==> src/rtl/key_debouncer_if.sv <==
// key_debouncer_if: raw key lines in, debounced level and event pulses out.
interface key_debouncer_if #(
  parameter int unsigned N_KEYS = 3
);
  logic [N_KEYS-1:0] key_raw;
  logic [N_KEYS-1:0] key_level;
  logic [N_KEYS-1:0] key_press;
  logic [N_KEYS-1:0] key_release;
  logic [N_KEYS-1:0] key_repeat;
  logic              sample_tick;

  modport master (
    output key_raw,
    input  key_level, key_press, key_release, key_repeat, sample_tick
  );

  modport slave (
    input  key_raw,
    output key_level, key_press, key_release, key_repeat, sample_tick
  );
endinterface

==> src/rtl/key_debouncer.sv <==
// key_debouncer: per-key 2-flop synchroniser, tick-sampled debounce, press/release pulses.
// Auto-repeat on held keys is built only when KEY_DEBOUNCER_REPEAT_EN is defined.
module key_debouncer #(
  parameter int unsigned N_KEYS     = 3,
  parameter int unsigned TICK_DIV   = 500,
  parameter int unsigned STABLE_CNT = 4,
  parameter int unsigned REPEAT_DLY = 100,
  parameter int unsigned REPEAT_PER = 20
) (
  input  logic           clk100khz,
  input  logic           rst,
  key_debouncer_if.slave bus
);
  localparam int unsigned TICK_W = $clog2(TICK_DIV);
  localparam int unsigned STB_W  = $clog2(STABLE_CNT + 1);

  if (N_KEYS < 1 || TICK_DIV < 2 || STABLE_CNT < 1 || REPEAT_DLY < 1 || REPEAT_PER < 1) begin : g_bad_param
    $error("key_debouncer: illegal parameter value");
  end

  logic [N_KEYS-1:0] r_sync1;
  logic [N_KEYS-1:0] r_sync2;
  logic [N_KEYS-1:0] r_level;
  logic [N_KEYS-1:0] r_press;
  logic [N_KEYS-1:0] r_release;
  logic [TICK_W-1:0] r_tick_cnt;
  logic              r_sample_tick;
  logic [STB_W-1:0]  r_stb_cnt [N_KEYS];

  logic [TICK_W-1:0] w_tick_next;
  logic [STB_W-1:0]  w_stb_next [N_KEYS];
  logic [N_KEYS-1:0] w_toggle;

  // sample_tick is registered one cycle ahead so it is high exactly while the count is TICK_DIV-1
  always_comb begin
    w_tick_next = r_tick_cnt + TICK_W'(1);
    if (r_tick_cnt == TICK_W'(TICK_DIV - 1)) begin
      w_tick_next = '0;
    end
  end

  // Any sample matching the current level restarts the count; reaching STABLE_CNT toggles
  always_comb begin
    w_toggle = '0;
    for (int i = 0; i < int'(N_KEYS); i++) begin
      w_stb_next[i] = r_stb_cnt[i];
      if (r_sample_tick) begin
        if (r_sync2[i] == r_level[i]) begin
          w_stb_next[i] = '0;
        end else if (r_stb_cnt[i] + STB_W'(1) == STB_W'(STABLE_CNT)) begin
          w_toggle[i]   = 1'b1;
          w_stb_next[i] = '0;
        end else begin
          w_stb_next[i] = r_stb_cnt[i] + STB_W'(1);
        end
      end
    end
  end

  always_ff @(posedge clk100khz or posedge rst) begin
    if (rst) begin
      r_sync1       <= '1;
      r_sync2       <= '1;
      r_tick_cnt    <= '0;
      r_sample_tick <= 1'b0;
      r_level       <= '1;
      r_press       <= '0;
      r_release     <= '0;
      for (int i = 0; i < int'(N_KEYS); i++) begin
        r_stb_cnt[i] <= '0;
      end
    end else begin
      r_sync1       <= bus.key_raw;
      r_sync2       <= r_sync1;
      r_tick_cnt    <= w_tick_next;
      r_sample_tick <= (w_tick_next == TICK_W'(TICK_DIV - 1));
      r_level       <= r_level ^ w_toggle;
      r_press       <= w_toggle & r_level;
      r_release     <= w_toggle & ~r_level;
      for (int i = 0; i < int'(N_KEYS); i++) begin
        r_stb_cnt[i] <= w_stb_next[i];
      end
    end
  end

`ifdef KEY_DEBOUNCER_REPEAT_EN
  localparam int unsigned HOLD_MAX = (REPEAT_DLY > REPEAT_PER) ? REPEAT_DLY : REPEAT_PER;
  localparam int unsigned HOLD_W   = $clog2(HOLD_MAX + 1);

  logic [HOLD_W-1:0] r_hold_cnt [N_KEYS];
  logic [N_KEYS-1:0] r_hold_phase;
  logic [N_KEYS-1:0] r_repeat;
  logic [HOLD_W-1:0] w_hold_next [N_KEYS];
  logic [N_KEYS-1:0] w_phase_next;
  logic [N_KEYS-1:0] w_rep_fire;

  // Phase 0 waits REPEAT_DLY held ticks, phase 1 re-arms every REPEAT_PER; a release tick wins
  always_comb begin
    w_phase_next = r_hold_phase;
    w_rep_fire   = '0;
    for (int i = 0; i < int'(N_KEYS); i++) begin
      w_hold_next[i] = r_hold_cnt[i];
      if (r_sample_tick) begin
        if (r_level[i] || w_toggle[i]) begin
          w_hold_next[i]  = '0;
          w_phase_next[i] = 1'b0;
        end else if (r_hold_cnt[i] + HOLD_W'(1) ==
                     (r_hold_phase[i] ? HOLD_W'(REPEAT_PER) : HOLD_W'(REPEAT_DLY))) begin
          w_hold_next[i]  = '0;
          w_phase_next[i] = 1'b1;
          w_rep_fire[i]   = 1'b1;
        end else begin
          w_hold_next[i] = r_hold_cnt[i] + HOLD_W'(1);
        end
      end
    end
  end

  always_ff @(posedge clk100khz or posedge rst) begin
    if (rst) begin
      r_hold_phase <= '0;
      r_repeat     <= '0;
      for (int i = 0; i < int'(N_KEYS); i++) begin
        r_hold_cnt[i] <= '0;
      end
    end else begin
      r_hold_phase <= w_phase_next;
      r_repeat     <= w_rep_fire;
      for (int i = 0; i < int'(N_KEYS); i++) begin
        r_hold_cnt[i] <= w_hold_next[i];
      end
    end
  end

  assign bus.key_repeat = r_repeat;
`else
  assign bus.key_repeat = '0;
`endif

  assign bus.key_level   = r_level;
  assign bus.key_press   = r_press;
  assign bus.key_release = r_release;
  assign bus.sample_tick = r_sample_tick;
endmodule

==> src/flat_wrapper.sv <==
// flat-port wrapper written by rule: the top's interface ports become plain ports
module key_debouncer_flat 
#(
  parameter int unsigned N_KEYS     = 3,
  parameter int unsigned TICK_DIV   = 500,
  parameter int unsigned STABLE_CNT = 4,
  parameter int unsigned REPEAT_DLY = 100,
  parameter int unsigned REPEAT_PER = 20
)
  (clk100khz, rst, bus_key_raw, bus_key_level, bus_key_press, bus_key_release, bus_key_repeat, bus_sample_tick);
  key_debouncer_if #(.N_KEYS(N_KEYS)) bus_i ();
  input  logic clk100khz;
  input  logic rst;
  input wire logic [$bits(bus_i.key_raw)-1:0] bus_key_raw;
  output wire logic [$bits(bus_i.key_level)-1:0] bus_key_level;
  output wire logic [$bits(bus_i.key_press)-1:0] bus_key_press;
  output wire logic [$bits(bus_i.key_release)-1:0] bus_key_release;
  output wire logic [$bits(bus_i.key_repeat)-1:0] bus_key_repeat;
  output wire logic [$bits(bus_i.sample_tick)-1:0] bus_sample_tick;
  assign bus_i.key_raw = bus_key_raw;
  assign bus_key_level = bus_i.key_level;
  assign bus_key_press = bus_i.key_press;
  assign bus_key_release = bus_i.key_release;
  assign bus_key_repeat = bus_i.key_repeat;
  assign bus_sample_tick = bus_i.sample_tick;
  key_debouncer #(.N_KEYS(N_KEYS), .TICK_DIV(TICK_DIV), .STABLE_CNT(STABLE_CNT), .REPEAT_DLY(REPEAT_DLY), .REPEAT_PER(REPEAT_PER)) u_core (.clk100khz(clk100khz), .rst(rst), .bus(bus_i));
endmodule
==> config.mk <==
export PLATFORM = sky130hd
export DESIGN_NAME = key_debouncer_flat
export DESIGN_NICKNAME = d
export VERILOG_FILES = /design/src/rtl/key_debouncer_if.sv /design/src/rtl/key_debouncer.sv /design/src/flat_wrapper.sv
export SDC_FILE = /design/constraint.sdc
export NUM_CORES = 1
export LEC_CHECK = 0
export ABC_AREA = 1
export BUFFER_PORTS_ARGS = -buffer_cell sky130_fd_sc_hd__buf_4
export CAP_MARGIN = 20
export CORE_MARGIN = 5
export CORE_UTILIZATION = 37
export CTS_BUF_LIST = sky130_fd_sc_hd__clkbuf_8
export DETAILED_ROUTE_END_ITERATION = 8
export GPL_TIMING_DRIVEN = 0
export PLACE_DENSITY = 0.66
export SYNTH_ARGS = -nofsm -noshare
export SYNTH_HDL_FRONTEND = slang
export SYNTH_SLANG_ARGS = --single-unit
==> constraint.sdc <==
create_clock -name clk100khz -period 1.7 [get_ports clk100khz]
set_input_delay 0.255 -clock clk100khz [delete_from_list [all_inputs] [get_ports clk100khz]]
set_output_delay 0.255 -clock clk100khz [all_outputs]
set_load 0.01 [all_outputs]
Yosys cells after proc, flatten, opt, wreduce, memory -nomap -nowiden
Cells that the tools add are included.
{ "totals": {"ff_bits": 34, "in_bits": 5, "word_cells": 42, "out_inout_bits": 13} }
{ "classes": {"addsub": 4, "eq_ne": 8, "n_mux": 16, "n_bitwise": 4} }
{ "ops": {"columns": ["operator", "count"], "rows": [
  ["$eq A9 B9 Y1 const B", 2],
  ["$mux W3", 6],
  ["$add A3 B1 Y3 const B", 3],
  ["$add A9 B1 Y9 const B", 1],
  ["$eq A3 B3 Y1 const B", 3],
  ["$mux W1", 9],
  ["$mux W9", 1],
  ["$and A3 B3 Y3", 2],
  ["$eq A1 B1 Y1", 3],
  ["$not A3 Y3", 1],
  ["$xor A3 B3 Y3", 1]
]} }

Longest topological paths before layout
{ "depth": {"depth_word": 6, "mapped_depth": 9} }

Least setup slack after synthesis
Ideal clock, no wire load.
{ "synth_timing": {"path_kind": "register to register", "start": "reg u_core.r_sample_tick (netlist: u_core.bus.sample_tick)", "end": "reg u_core.r_level[2] (netlist: u_core.bus.key_level[2])", "period_less_slack_ns": 1.390, "required_time_ns": 1.642, "path_stages_with_launch": 7, "path_slack_ns": 0.310, "arrival_ns": 1.332, "path_buffers": 1, "setup_ns": 0.058, "cell_sequence": "dfrtp_1 > buf_2 > a21boi_0 > o21ai_0 > nor2_1 > ha_1 > inv_1"} }
{ "synth_via": {"elab_chain_len": 2} }
{ "synth_lines": {"columns": ["item", "line_no", "rtl"], "rows": [
  ["start, declared", "key_debouncer.sv:27", "logic r_sample_tick;"],
  ["start signal, assigned", "key_debouncer.sv:76", "r_sample_tick <= (w_tick_next == TICK_W'(TICK_DIV - 1));"],
  ["$mux W1", "key_debouncer.sv:47", "if (r_sample_tick) begin"],
  ["$xor A3 B3 Y3", "key_debouncer.sv:77", "r_level <= r_level ^ w_toggle;"],
  ["end signal, assigned", "key_debouncer.sv:77", null],
  ["end, declared", "key_debouncer.sv:23", "logic [N_KEYS-1:0] r_level;"]
]} }
Every way passes these cells.
A chain may end at the register's enable or synchronous reset.

Final worst setup path
Same ends and word-level chain as after synthesis.

==> results.tsv <==
metric	value	unit
final_nets	208	
max-vdd-ir-drop	0.000531	V
firstDrtPassIters	4	
ys_ff_latch	34	
power.density	822	nW/um2
yosysWarnings	0	
cts_root_buf	clkbuf_8	
core	4090	um2
r2r_start	u_core.bus.sample_tick$_DFF_PP0_	
yosys.area_share.simple	16.5	%
grt.overflow.total	0	
synthXorXnorAreaFrac	2.75	%
track_usage	10.5	%
route.vias.total	1039	
viasPerCell	4.31	
grt_max_degree	19	
worstSetupPathType	flop to flop	
synth_area	1600	um2
placed_area	1800	um2
fin_worst_skew	0.00903	ns
cts_buffers	5	
cts.sinks	34	
die_w	75.7	um
timing.slew.headroom	50.0	%
synthMuxAreaShare	0	%
cts-resized-gates	0	
die_area	5720	um2
multi_input_area	582	um2
hp-class	input pin to flop	
yosysUniqueCellTypes	21	
design_area	1900	um2
worstPathRequired	1.93	ns
antenna_found_initial	0	
post_cts_buffers	0	
rsz0062_at_grt	no	
critPathCaptureType	flop	
place_hpwl	1780	um
drive_gt1_share	24.1	%
holdBufCountCts	0	
clock_latency	0.28	ns
cp.arrival	1.70	ns
p_leak	1.04	nW
min_path_cells	1	
critPathLaunchType	flop	
h-tree-depth	2	
setup_tns	0	ns
hold_viol	0	
worst_pin_slew	0.750	ns
post-route-drc-count	0	
fp-row-count	23	
die_y	75.7	um
gp_congestion	0.831	
seq_area	862	um2
drtIter0Drc	53	
synth_area_per_cell	9.61	um2
critPathMaxFanout	10	
reg2reg_setup_slack	0.23	ns
yosysSeqAreaShare	54.0	%
whs_endpoint	u_core.r_sync1[2]$_DFF_PP1_	
fill_cells	382	
synth_compound_area_share	6.35	%
wl_per_cell	10.1	um
syn_to_final_growth	19.4	%
grt_pass1_vias	984	
r2r_cells	6	
portBuffers	14	
r2r_end	u_core.bus.key_level[2]$_DFF_PP1_	
grt_pass1_wl	4380	um
io_pins	18	
status	finished clean	
cts_max_path_buffers	2	
initial_core_util	39.0	%
finalSetupViolCount	0	
hp-start	bus_key_raw[2]	
drv_cap	0	
synth_top_family_by_area	simple AND/OR/NAND/NOR gates	
final_cell_mix	inv_1, nand2_1, dfrtp_1, buf_4, ha_1	
cts_tree	done	
synthAdderAreaFrac	10.2	%
fmax	682	MHz
period_needed	1.47	ns
antennaDiodeCount	0	
setup_ws	0.235	ns
clk_pin_slew	0.07	ns
period_share	86.2	%
final_common_cell	inv_1	
drtAntennaViolNets	0	
dp_slack	0.165	ns
wl	2440	um
drv_slew	0	
postSynthCellCount	166	
## cells in the mapped netlist (all sizes together)
library cell	n	area share [%]
dfstp	9	15
o22ai	9	3.5
o21ai	3	0.94
xnor2	2	1.1
xor2	3	1.6
ha	13	10
conb	1	0.24
nor2	17	5.1
o21bai	1	0.47
nand2	31	7.9
buf	4	1.7
inv	35	8.2
nand3	10	3.5
dfrtp	25	39
a21boi	3	1.4
## where the power goes
group | switching [mW] | total, mW | internal, mW
registers | 0.00240 | 0.825 | 0.822
clock network | 0.276 | 0.702 | 0.426
logic | 0.0210 | 0.0376 | 0.0166
total | 0.300 | 1.56 | 1.27
## state kept, by name, indices dropped and copies added (netlist names)
name and count:
u_core.bus.key_level 3, u_core.bus.key_press 3, u_core.bus.key_release 3, u_core.bus.sample_tick 1
u_core.r_stb_cnt 9, u_core.r_sync1 3, u_core.r_sync2 3, u_core.r_tick_cnt 9
## cell type report
class                   count  area share, %
clock inverters             3           1.97
clock buffers               5           3.61
flip-flops and latches     34           45.3
inverters                  35           6.90
well taps                  50           3.29
plain buffers               4           1.45
repair buffers             15           6.96
multi-input cells          95           30.6
## kinds of logic after synthesis
logic type | Yosys count
buffers and inverters | 39
flip-flops | 34
other | 1
AND/OR/NAND/NOR | 58
AO/OA/AOI/OAI | 16
adder cells (fa/ha/maj) | 13
XOR/XNOR | 5
## critical path, cell delays in order, from the launching register on
cell	delay (ns)
dfrtp_1	0.39
buf_2	0.24
a21boi_0	0.19
o21ai_1	0.15
nor2_1	0.15
ha_1	0.25
inv_1	0.05
## worst max path at each step
| stage | from | end | slack, ns | depth (start not counted) |
|---|---|---|---|---|
| global route | u_core.bus.sample_tick$_DFF_PP0_ | u_core.bus.key_level[2]$_DFF_PP1_ | 0.07 | 6 |
| detailed placement | u_core.bus.sample_tick$_DFF_PP0_ | u_core.bus.key_level[2]$_DFF_PP1_ | 0.16 | 6 |
| floorplan | u_core.bus.sample_tick$_DFF_PP0_ | u_core.bus.key_level[2]$_DFF_PP1_ | 0.31 | 6 |
| global placement | u_core.bus.sample_tick$_DFF_PP0_ | u_core.bus.key_level[2]$_DFF_PP1_ | 0.17 | 6 |
| finish | u_core.bus.sample_tick$_DFF_PP0_ | u_core.bus.key_level[2]$_DFF_PP1_ | 0.23 | 6 |
| CTS | u_core.bus.sample_tick$_DFF_PP0_ | u_core.bus.key_level[2]$_DFF_PP1_ | 0.15 | 6 |
## per-stage QoR
| stage | utilization, % | total power [mW] | hold WS [ns] | std cells |
|---|---|---|---|---|
| after global placement | 43.3 | 0.870 | 0.346 | 232 |
| after global routing | 46.6 | 1.64 | 0.0633 | 241 |
| after floorplan | - | 0.858 | 0.259 | 168 |
| after detailed placement | 44.0 | 0.878 | 0.347 | 233 |
| after CTS | 46.6 | 1.59 | 0.0681 | 241 |
| final | 46.6 | 1.56 | 0.0807 | 241 |
## metal layers
layer / global-route usage, % / vias up / share of wire [%]
met2: 15.8 / 14 / 46
met5: 0 / - / 0
met4: 5.24 / 0 / 1.8
met3: 3.96 / 5 / 4.6
met1: 13.1 / 472 / 48
li1: - / 548 / -
Power figures use the tool's default switching activity.
